===== src/rtl/uart_pkg.sv =====
// Shared defaults and width helpers for the UART FIFO slice.
package uart_pkg;

  localparam int DEFAULT_DATA_WIDTH = 8;
  localparam int DEFAULT_FIFO_DEPTH = 16;

  // Occupancy must represent 0..depth inclusive.
  function automatic int count_w(input int depth);
    return $clog2(depth + 1);
  endfunction

  // Pointer addresses 0..depth-1; never narrower than one bit.
  function automatic int ptr_w(input int depth);
    return (depth > 1) ? $clog2(depth) : 1;
  endfunction

endpackage


===== src/rtl/uart_fifo_ptr.sv =====
// Circular pointer: increments on inc, wraps from FIFO_DEPTH-1 to 0.
// Works for any depth, not only powers of two.
module uart_fifo_ptr
  import uart_pkg::*;
#(
  parameter int FIFO_DEPTH = DEFAULT_FIFO_DEPTH
) (
  input  logic                          clk,
  input  logic                          rst,
  input  logic                          clr,
  input  logic                          inc,
  output logic [ptr_w(FIFO_DEPTH)-1:0]  ptr
);

  localparam int               PTR_W = ptr_w(FIFO_DEPTH);
  localparam logic [PTR_W-1:0] LAST  = PTR_W'(FIFO_DEPTH - 1);

  logic [PTR_W-1:0] ptr_q, ptr_d;

  // Next pointer: clear wins over increment; explicit wrap at the last slot.
  always_comb begin
    ptr_d = ptr_q;
    if (clr) begin
      ptr_d = '0;
    end else if (inc) begin
      ptr_d = (ptr_q == LAST) ? '0 : ptr_q + PTR_W'(1);
    end
  end

  // Pointer register.
  always_ff @(posedge clk) begin
    if (rst) ptr_q <= '0;
    else     ptr_q <= ptr_d;
  end

  assign ptr = ptr_q;

endmodule


===== src/rtl/uart_sync_fifo.sv =====
// Single-clock FIFO with count-derived flags, sticky error flags and
// selectable first-word-fall-through or registered read port.
module uart_sync_fifo
  import uart_pkg::*;
#(
  parameter int DATA_WIDTH = DEFAULT_DATA_WIDTH,
  parameter int FIFO_DEPTH = DEFAULT_FIFO_DEPTH,
  parameter int FWFT       = 1,
  parameter int AF_LEVEL   = FIFO_DEPTH - 1,
  parameter int AE_LEVEL   = 1
) (
  input  logic                            clk,
  input  logic                            rst,
  input  logic                            flush,
  input  logic                            wr_en,
  input  logic [DATA_WIDTH-1:0]           wr_data,
  output logic                            wr_ack,
  input  logic                            rd_en,
  output logic [DATA_WIDTH-1:0]           rd_data,
  output logic                            rd_valid,
  output logic [count_w(FIFO_DEPTH)-1:0]  count,
  output logic                            full,
  output logic                            empty,
  output logic                            almost_full,
  output logic                            almost_empty,
  output logic                            overflow,
  output logic                            underflow,
  input  logic                            clr_err
);

  localparam int CNT_W = count_w(FIFO_DEPTH);
  localparam int PTR_W = ptr_w(FIFO_DEPTH);

  logic [PTR_W-1:0]      wr_ptr, rd_ptr;
  logic                  wr_acc, rd_acc;
  logic [CNT_W-1:0]      count_q, count_d;
  logic                  full_q, full_d, empty_q, empty_d;
  logic                  afull_q, afull_d, aempty_q, aempty_d;
  logic                  ovf_q, ovf_d, unf_q, unf_d;
  logic                  wr_ack_q, wr_ack_d;
  logic [DATA_WIDTH-1:0] mem_q [FIFO_DEPTH];

  // Acceptance, occupancy, flags and sticky errors. A read is never
  // accepted on an empty FIFO even if a write lands the same cycle;
  // flush cancels both sides and leaves the error flags alone.
  always_comb begin
    rd_acc   = rd_en && !empty_q && !flush;
    wr_acc   = wr_en && (!full_q || rd_acc) && !flush;
    wr_ack_d = wr_acc;

    count_d = count_q;
    if (flush) begin
      count_d = '0;
    end else if (wr_acc && !rd_acc) begin
      count_d = count_q + CNT_W'(1);
    end else if (rd_acc && !wr_acc) begin
      count_d = count_q - CNT_W'(1);
    end

    full_d   = (count_d == CNT_W'(FIFO_DEPTH));
    empty_d  = (count_d == '0);
    afull_d  = (count_d >= CNT_W'(AF_LEVEL));
    aempty_d = (count_d <= CNT_W'(AE_LEVEL));

    ovf_d = ovf_q;
    if (wr_en && full_q && !rd_acc && !flush) ovf_d = 1'b1;
    else if (clr_err)                         ovf_d = 1'b0;

    unf_d = unf_q;
    if (rd_en && empty_q && !flush) unf_d = 1'b1;
    else if (clr_err)               unf_d = 1'b0;
  end

  // Control and status registers.
  always_ff @(posedge clk) begin
    if (rst) begin
      count_q  <= '0;
      full_q   <= 1'b0;
      empty_q  <= 1'b1;
      afull_q  <= 1'b0;
      aempty_q <= 1'b1;
      ovf_q    <= 1'b0;
      unf_q    <= 1'b0;
      wr_ack_q <= 1'b0;
    end else begin
      count_q  <= count_d;
      full_q   <= full_d;
      empty_q  <= empty_d;
      afull_q  <= afull_d;
      aempty_q <= aempty_d;
      ovf_q    <= ovf_d;
      unf_q    <= unf_d;
      wr_ack_q <= wr_ack_d;
    end
  end

  // Storage array, deliberately unreset so it can map to distributed RAM.
  always_ff @(posedge clk) begin
    if (wr_acc) mem_q[wr_ptr] <= wr_data;
  end

  uart_fifo_ptr #(.FIFO_DEPTH(FIFO_DEPTH)) u_wr_ptr (
    .clk (clk),
    .rst (rst),
    .clr (flush),
    .inc (wr_acc),
    .ptr (wr_ptr)
  );

  uart_fifo_ptr #(.FIFO_DEPTH(FIFO_DEPTH)) u_rd_ptr (
    .clk (clk),
    .rst (rst),
    .clr (flush),
    .inc (rd_acc),
    .ptr (rd_ptr)
  );

  generate
    if (FWFT != 0) begin : g_fwft
      // Head entry is presented directly; forced to zero while empty.
      always_comb begin
        rd_data  = empty_q ? '0 : mem_q[rd_ptr];
        rd_valid = !empty_q;
      end
    end else begin : g_reg
      logic [DATA_WIDTH-1:0] rd_data_q, rd_data_d;
      logic                  rd_valid_q, rd_valid_d;

      // Capture the head on an accepted read; otherwise hold the word.
      always_comb begin
        rd_data_d  = rd_acc ? mem_q[rd_ptr] : rd_data_q;
        rd_valid_d = rd_acc;
      end

      // Registered read port.
      always_ff @(posedge clk) begin
        if (rst) begin
          rd_data_q  <= '0;
          rd_valid_q <= 1'b0;
        end else begin
          rd_data_q  <= rd_data_d;
          rd_valid_q <= rd_valid_d;
        end
      end

      assign rd_data  = rd_data_q;
      assign rd_valid = rd_valid_q;
    end
  endgenerate

  assign count        = count_q;
  assign full         = full_q;
  assign empty        = empty_q;
  assign almost_full  = afull_q;
  assign almost_empty = aempty_q;
  assign overflow     = ovf_q;
  assign underflow    = unf_q;
  assign wr_ack       = wr_ack_q;

endmodule

===== config.mk =====
export PLATFORM = sky130hd
export DESIGN_NAME = uart_sync_fifo
export DESIGN_NICKNAME = d
export VERILOG_FILES = /design/src/rtl/uart_pkg.sv /design/src/rtl/uart_fifo_ptr.sv /design/src/rtl/uart_sync_fifo.sv
export SDC_FILE = /design/constraint.sdc
export NUM_CORES = 1
export LEC_CHECK = 0
export CAP_MARGIN = 20
export CORE_MARGIN = 2
export CORE_UTILIZATION = 30
export DETAILED_ROUTE_END_ITERATION = 7
export PLACE_DENSITY = 0.49
export SYNTH_ARGS = -nofsm -noshare
export SYNTH_HDL_FRONTEND = slang
export SYNTH_SLANG_ARGS = --single-unit

===== constraint.sdc =====
create_clock -name clk -period 2.5 [get_ports clk]
set_input_delay 0.375 -clock clk [delete_from_list [all_inputs] [get_ports clk]]
set_output_delay 0.375 -clock clk [all_outputs]
set_load 0.005 [all_outputs]

# Word level (Yosys, flattened, before mapping)
# Memory sizes are Yosys's and may differ from the RTL's. A register that Yosys moved wholly into a read port is not among the register bits.
# Cells that the tools add are included.
[classes]
n_reduce_logical = 21
muxes = 13
eq_ne = 3
order_cmp = 2
n_addsub = 4
[op_table]
columns = ["op", "n"]
rows = [
  ["$mux 4", 4],
  ["$mux 5", 3],
  ["$logic_and 1x1->1", 11],
  ["$add 4x1->4 const B", 2],
  ["$eq 4x4->1 const B", 2],
  ["$mux 8", 1],
  ["$add 5x1->5 const B", 1],
  ["$eq 5x5->1 const B", 1],
  ["$ge 5x4->1 const B", 1],
  ["$le 5x1->1 const B", 1],
  ["$logic_not 1->1", 5],
  ["$logic_not 5->1", 1],
  ["$mux 1", 5],
  ["$sub 5x1->5 const B", 1],
  ["$reduce_bool 2->1", 2],
  ["$reduce_or 2->1", 1],
  ["$logic_or 1x1->1", 1],
]
[totals]
register_bits = 20
n_memories = 1
in_bits = 14
ramBits = 128
[memory_table]
columns = ["name", "depth", "word_bits", "rd", "rd_ports_with_merged_regs", "wr", "line", "source"]
rows = [
  ["mem_q", 16, 8, 1, 1, 1, "uart_sync_fifo.sv:41", "logic [DATA_WIDTH-1:0] mem_q [FIFO_DEPTH];"],
]

# Logic depth before layout (Yosys ltp)
# Gate-level depths: netlist of run 1.
[depth]
word_depth = 12
depth_mapped = 8

# By module
# Synthesis of run 1 repeated with hierarchy kept, for this count alone.
[unflattened]
hier_cells = 317
hier_area_um2 = 5949.5
[modules_own_cells]
columns = ["mod", "cells_per_inst", "area_each_um2", "n_inst"]
rows = [
  ["uart_sync_fifo", 279, 5576.6, 1],
  ["uart_fifo_ptr", 19, 186.4, 2],
]

# Least setup slack after synthesis of run 1
# OpenSTA, ideal clock, no wires.
[synth_path]
path_type = "reg-to-output"
start = "reg (tool-made name)"
end = "out rd_data[0]"
stages_incl_launch_ff = 6
path_slack_ns = 0.374
n_path_buf = 2
t_arrival_ns = 1.751
required_time_ns = 2.125
cell_sequence = "dfxtp_1 buf_2 buf_6 mux4_2 mux4_2 and2_1"
[synth_lines]
columns = ["item", "line", "source"]
rows = [
  ["end: declaration", "uart_sync_fifo.sv:19", "output logic [DATA_WIDTH-1:0] rd_data,"],
]

==> run summary, run 1 <==
* 18.4 sq um — Mapped Avg Cell Area
* 51 — Rows
* -0.213 ns — least setup slack across all paths after layout
* reg2reg — type of the tightest min-delay check
* 45.6% — Clk network pwr share
* 0.446 mV — Worst VDD drop
* 0 — count of max-cap constraint violations
* 20.5% — switching share of power
* 63.6% — share of the synthesized area in the top cell type
* complete, but fails checks — run status
* register — CP Launch Type
* 71.5% — post-synthesis sequential area ratio
* 2.71 ns — minimum clock period
* 3246 — routed vias
* 6 — largest fanout on the critical path
* 0 — initial antenna violation count
* 0.00906 ns — Clock Skew
* 0 — Final Hold Viols
* 3.8% — combinational fraction of design power
* 17 — number of buffers created by CTS
* 0 — max-slew violations
* 4 — number of detailed-routing iterations run before antenna repair
* 4 — H-tree Lvls
* 0.0196 sq mm — core box area
* 0 — DRC violation count after routing
* 0.42 ns — clock latency reported for the late side of the worst-skew pair
* sky130_fd_sc_hd__clkbuf_16 — CTS root buffer
* sky130_fd_sc_hd__mux4_2 — CP max-delay cell
* -0.130 ns — worst-case setup slack after placement
* 0 — Diodes inserted
* 34 — count of input and output buffers
* 128 — EDFF count, synth
* 146 um — die span in x
* 0.570 ns — slew at the pin closest to its max-slew limit
* 19.1 um — detail-routed net length per standard cell
* 4.34 mW — design internal power
* 0 — Remaining Overflow, GRT
* 1.12 mW — power spent charging and discharging nets
* sky130_fd_sc_hd__edfxtp_1 — most frequent cell after synthesis
* 109% — final critical-path share of the clock period
* 24 — maximum number of pins on one net before global-route repair
* 8 — Final setup viols
* 5.47 mW — final total power
* 0.742 — Placer Congestion
* sky130_fd_sc_hd__edfxtp_1 — main flop type after synthesis
* 13200 um — Routed Wire Length
* 2.12 ns — data required time of the critical path
* 41 — number of unique standard cell types used by synthesis
* 33.1% — ratio of cells with drive above 1 in the final layout
* 13.0% — Overall Global Routing Usage
* -1.54 ns — TNS Setup
* 152 — number of synthesized register bits
* 50.7% — power share of the sequential group
* 2.34 ns — CP arrival
* setup timing — violated checks
* 2.56 nW — leakage
* 152 — Clock Sinks
* 20500 um — wire length of the first global-routing pass
* 4.68 — ratio of routed vias to standard cells
* 0.477 ns — worst hold slack across all endpoints
* sky130_fd_sc_hd__edfxtp_1 — cell taking the most area after synthesis
* 27.4% — relative area change from synthesis to final layout
* 0.00604 sq mm — total standard cell area after synthesis
* 3389 — number of global-route vias before repair
* yes — RSZ-0062 raised after global routing
* 30.9% — Initial Util
* sky130_fd_sc_hd__edfxtp_1, sky130_fd_sc_hd__mux4_2, sky130_fd_sc_hd__dfxtp_1 — main area contributors after synthesis
* 349 — Syn Nets
* built — TritonCTS clock tree
* 328 — Gate Count Post-Synth
* 61.9% — worst-case headroom to the max-slew limit
* reg2out — Crit Path Class
* 146 um — Die H
* 201 — number of DRC markers in iteration 0
* 0.0213 sq mm — Die ar.
* buf_12 > buf_8 > mux4_2 > mux4_2 > and2_4 > buf_6 — cells along the critical path
* 35 — count of pins on the block boundary
* primary output — crit end category
* 437 — Final nets
* 0.369 GHz — achievable frequency
* sky130_fd_sc_hd__edfxtp_1, sky130_fd_sc_hd__mux4_2, sky130_fd_sc_hd__nor2_1 — commonest cells in the synthesized netlist
* 0 — number of hold buffers added after CTS
* 8760 um — Post-DP HPWL
* 0% — Async S/R FF share, synth
* 0.53 ns — Critical Path Max Stage Delay
* 0 — count of warnings emitted by yosys
* 39.3% — share of the core filled with cells
* 0 — antenna-violating nets left
* 709 mW/mm^2 — total power per unit cell area
* 0.06 ns — clock transition at the registers of the reported paths
* 2 — clock tree buffer depth
* sky130_fd_sc_hd__mux4_2 — cell occurring most often along the worst timing path
-- layout make-up --
| cell class | count | area, sq um |
|---|---|---|
| well taps | 265 | 332 |
| repair buffers | 84 | 810 |
| clock inverters | 13 | 144 |
| multi-input cells | 154 | 1630 |
| flip-flops and latches | 152 | 4330 |
| inverters | 7 | 26.3 |
| clock buffers | 19 | 433 |
| fillers | 1776 | 11900 |
-- sequential cells by signal, summed over array words and instances (netlist names), named ones only --
register	flops
almost_empty	1
almost_full	1
count	5
empty	1
full	1
mem_q	128
overflow	1
u_rd_ptr.ptr	4
u_wr_ptr.ptr	4
underflow	1
wr_ack	1
-- layer usage --
| layer | wire (um) | track usage (%) | up-vias | share of wire (%) |
|---|---|---|---|---|
| met4 | 145 | 3.92 | 0 | 1.1 |
| met5 | 0 | 0 | - | 0 |
| met1 | 5920 | 17.2 | 1681 | 45 |
| met2 | 6520 | 21.3 | 82 | 49 |
| li1 | - | - | 1470 | - |
| met3 | 639 | 3.32 | 13 | 4.8 |
-- final timing paths --
kind	from	to	slack [ns]	cells past startpoint
setup / recovery	register	rd_data[0]	-0.21	6
hold / removal	underflow$_SDFFE_PP0P_	underflow$_SDFFE_PP0P_	0.48	2
setup reg to reg	empty$_SDFF_PP1_	almost_full$_SDFF_PP0_	0.53	6
hold reg to reg	underflow$_SDFFE_PP0P_	underflow$_SDFFE_PP0P_	0.48	2
-- worst max-delay path, delay by kind of cell (launching register included) --
| kind | cells | cell delay [ns] |
|---|---|---|
| simple gates | 1 | 0.17 |
| flops | 1 | 0.41 |
| buf+inv | 3 | 0.34 |
| mux | 2 | 1.00 |
-- cells by family after synthesis --
logic type / share of synthesized area, %
mux: 15.4
xor+xnor: 0.435
fa+ha+maj: 1.45
simple gates: 6.96
flops: 71.5
buf+inv: 1.76
compound gates: 2.46
-- timing repair --
item	4_1_cts	5_1_grt
gates cloned	2	0
resized for setup	58	4
endpoints found under the setup margin	8	8
setup buffers	14	3
-- power by group through the flow --
stage                     registers (mW)  logic (mW)  clock network (mW)
after floorplan                     2.82      0.0772                   0
after global placement              2.82       0.192                   0
after detailed placement            2.82       0.194                   0
after CTS                           2.77       0.210                2.55
after global routing                2.77       0.223                2.67
final                               2.77       0.205                2.49
-- cell usage in the layout (no fill, tap or decap), drive strengths merged, types with 2 or more instances in the layout --
cell type	synthesis	layout
edfxtp	128	128
buf	9	57
mux4	40	40
nor2	32	32
clkdlybuf4s50	0	26
dfxtp	24	24
clkbuf	6	20
inv	7	12
a21oi	11	11
nand2	11	11
and2	9	9
ha	7	7
nand2b	6	6
nor3	5	5
o21ai	5	5
mux2i	3	3
clkinvlp	0	3
clkinv	0	3
xor2	2	2
a31oi	2	2
a22oi	2	2
nand3	2	2
bufinv	0	2
nor4b	2	2
a41oi	2	2
-- per-stage QoR --
| stage | area (sq um) | instances |
|---|---|---|
| 2_1_floorplan | 6040 | 328 |
| 3_3_place_gp | 6930 | 647 |
| 3_5_place_dp | 6930 | 647 |
| 4_1_cts | 7750 | 694 |
| 5_1_grt | 7700 | 694 |
| 6_report | 7700 | 694 |
No activity file was read; power rests on OpenSTA's default activity.
==> inputs of run 2 (changes only) <==
--- a/config.mk
+++ b/config.mk
@@ -6,7 +6,7 @@
 export NUM_CORES = 1
 export LEC_CHECK = 0
 export CAP_MARGIN = 20
-export CORE_MARGIN = 2
+export CORE_MARGIN = 5
 export CORE_UTILIZATION = 30
 export DETAILED_ROUTE_END_ITERATION = 7
 export PLACE_DENSITY = 0.49
==> run 2 against run 1 <==
Net effect:
- the run still ends with setup timing left
- sequential share of layout area rose by 0.97 points
- register-to-register slack improved by 0.02 ns
- final cell count fell by 0.29%
- die area rose by 8.4%
- utilization fell by 1.5 points
- total power fell by 2.6%
- first-iteration DRC count rose by 30%
- global-route usage fell by 1.2 points
- sequential power barely moved
- clock skew rose by 0.0016 ns
- largest power group unchanged
- highest routed layer unchanged
==> run summary, run 2 (same netlist as run 1, synthesis figures left out) <==
* 128 — number of flip-flops under the largest register name
* 703 mW/mm^2 — total power per unit cell area
* 108% — final critical-path share of the clock period
* 11.8% — Overall Global Routing Usage
* -0.178 ns — worst-case setup slack after placement
* 152 — Clock Sinks
* 4.65 — ratio of routed vias to standard cells
* setup timing — violated checks
* 152 um — die span in x
* 8 — Final setup viols
* 2.32 ns — CP arrival
* 0 — Remaining Overflow, GRT
* 3.7% — combinational fraction of design power
* complete, but fails checks — run status
* 0.370 GHz — achievable frequency
* 0 — Final Hold Viols
* 19.1 um — detail-routed net length per standard cell
* 0 — initial antenna violation count
* 1.17 mW — power spent charging and discharging nets
* 61.7% — worst-case headroom to the max-slew limit
* 0.0200 sq mm — core box area
* built — TritonCTS clock tree
* 152 um — Die H
* 0.467 ns — worst hold slack across all endpoints
* 0.55 ns — setup slack, reg-to-reg
* sky130_fd_sc_hd__clkbuf_16 — CTS root buffer
* mem_q — register bank with the most flops
* 6 — largest fanout on the critical path
* 4 — number of detailed-routing iterations run before antenna repair
* 261 — number of DRC markers in iteration 0
* 4 — H-tree Lvls
* 3216 — routed vias
* 0 — Diodes inserted
* 25.3% — relative area change from synthesis to final layout
* 0 — antenna-violating nets left
* 654 — number of cells in the design after placement
* 3310 — number of global-route vias before repair
* primary output — crit end category
* 22.1% — switching share of power
* 0.788 — Placer Congestion
* 33 — maximum number of pins on one net before global-route repair
* -1.31 ns — TNS Setup
* 0.573 ns — slew at the pin closest to its max-slew limit
* 20500 um — wire length of the first global-routing pass
* 17 — number of buffers created by CTS
* 0.0231 sq mm — Die ar.
* 4.15 mW — design internal power
* 30.2% — Initial Util
* register — CP Launch Type
* overflow$_SDFFE_PP0P_ — worst hold start
* 0 — number of hold buffers added after CTS
* sky130_fd_sc_hd__edfxtp_1 — most common cell after layout, fill and taps aside
* 13200 um — Routed Wire Length
* 0 — DRC violation count after routing
* reg2out — Crit Path Class
* almost_full$_SDFF_PP0_ — Critical R2R Capture
* 0.460 mV — Worst VDD drop
* sky130_fd_sc_hd__edfxtp_1, sky130_fd_sc_hd__mux4_2, sky130_fd_sc_hd__buf_4 — most frequent cells in the layout
* 6 — cell depth of the worst flop-to-flop path
* 692 — number of cells in the finished layout apart from fillers
* 52 — Rows
* 44.3% — Clk network pwr share
* 8700 um — Post-DP HPWL
* 32.2% — ratio of cells with drive above 1 in the final layout
* 52.0% — power share of the sequential group
* 2.49 nW — leakage
* 35 — count of pins on the block boundary
* 34 — count of input and output buffers
* -0.199 ns — least setup slack across all paths after layout
* 0 — max-slew violations
* 2.70 ns — minimum clock period
* 0.06 ns — clock transition at the registers of the reported paths
* 2.12 ns — data required time of the critical path
* 0 — count of max-cap constraint violations
* 430 — Final nets
* overflow$_SDFFE_PP0P_ — worst min-delay path endpoint
* 0.42 ns — clock latency reported for the late side of the worst-skew pair
* empty$_SDFF_PP1_ — Critical R2R Launch
* 2 — WHS Path Cells
* 2 — clock tree buffer depth
* 0.0107 ns — Clock Skew
* reg2reg — type of the tightest min-delay check
* yes — RSZ-0062 raised after global routing
==> run 2: worst max-delay path, stage by stage, from the launching register on <==
cell,delay (ns)
sky130_fd_sc_hd__dfxtp_4,0.39
sky130_fd_sc_hd__buf_12,0.14
sky130_fd_sc_hd__buf_6,0.11
sky130_fd_sc_hd__mux4_2,0.52
sky130_fd_sc_hd__mux4_2,0.47
sky130_fd_sc_hd__and2_4,0.17
sky130_fd_sc_hd__buf_6,0.11
==> run 2: how the worst max path moves through the flow <==
stage                             to  cells after the start  startpoint
final                     rd_data[2]                      6    register
after global routing      rd_data[5]                      6    register
after CTS                 rd_data[5]                      7    register
after detailed placement  rd_data[1]                      5    register
after global placement    rd_data[1]                      5    register
after floorplan           rd_data[0]                      5    register
==> run 2: through the flow <==
stage                     utilization [%]  power [mW]  cell area, sq um
after floorplan                         -        2.90              6040
after global placement               34.7        3.02              6960
after detailed placement             34.7        3.02              6960
after CTS                            37.9        5.38              7600
after global routing                 37.8        5.52              7570
final                                37.8        5.32              7570
==> run 2: metal layers <==
layer  part of all wire, %  global-route usage (%)
met1                    48                    16.4
met5                     0                       0
met2                    48                    18.5
met4                  0.66                    2.70
met3                   3.7                    3.58
==> run 2: cell type report <==
class	instances	area, sq um
timing repair buffer	77	708
tap	270	338
inverter	7	26.3
clock inverter	14	114
fill	1908	12500
clock buffer	18	429
multi-input combinational	154	1630
sequential	152	4330
==> run 2: power groups by stage <==
stage	logic (mW)	clock network [mW]	registers, mW
detailed placement	0.194	0	2.82
CTS	0.200	2.41	2.77
finish	0.197	2.36	2.77
floorplan	0.0772	0	2.82
global route	0.217	2.54	2.77
global placement	0.192	0	2.82
==> run 2: repair_timing <==
action	CTS	global route
setup buffers	9	0
cloned	1	0
resized for setup	41	9
endpoints found under the setup margin	8	8
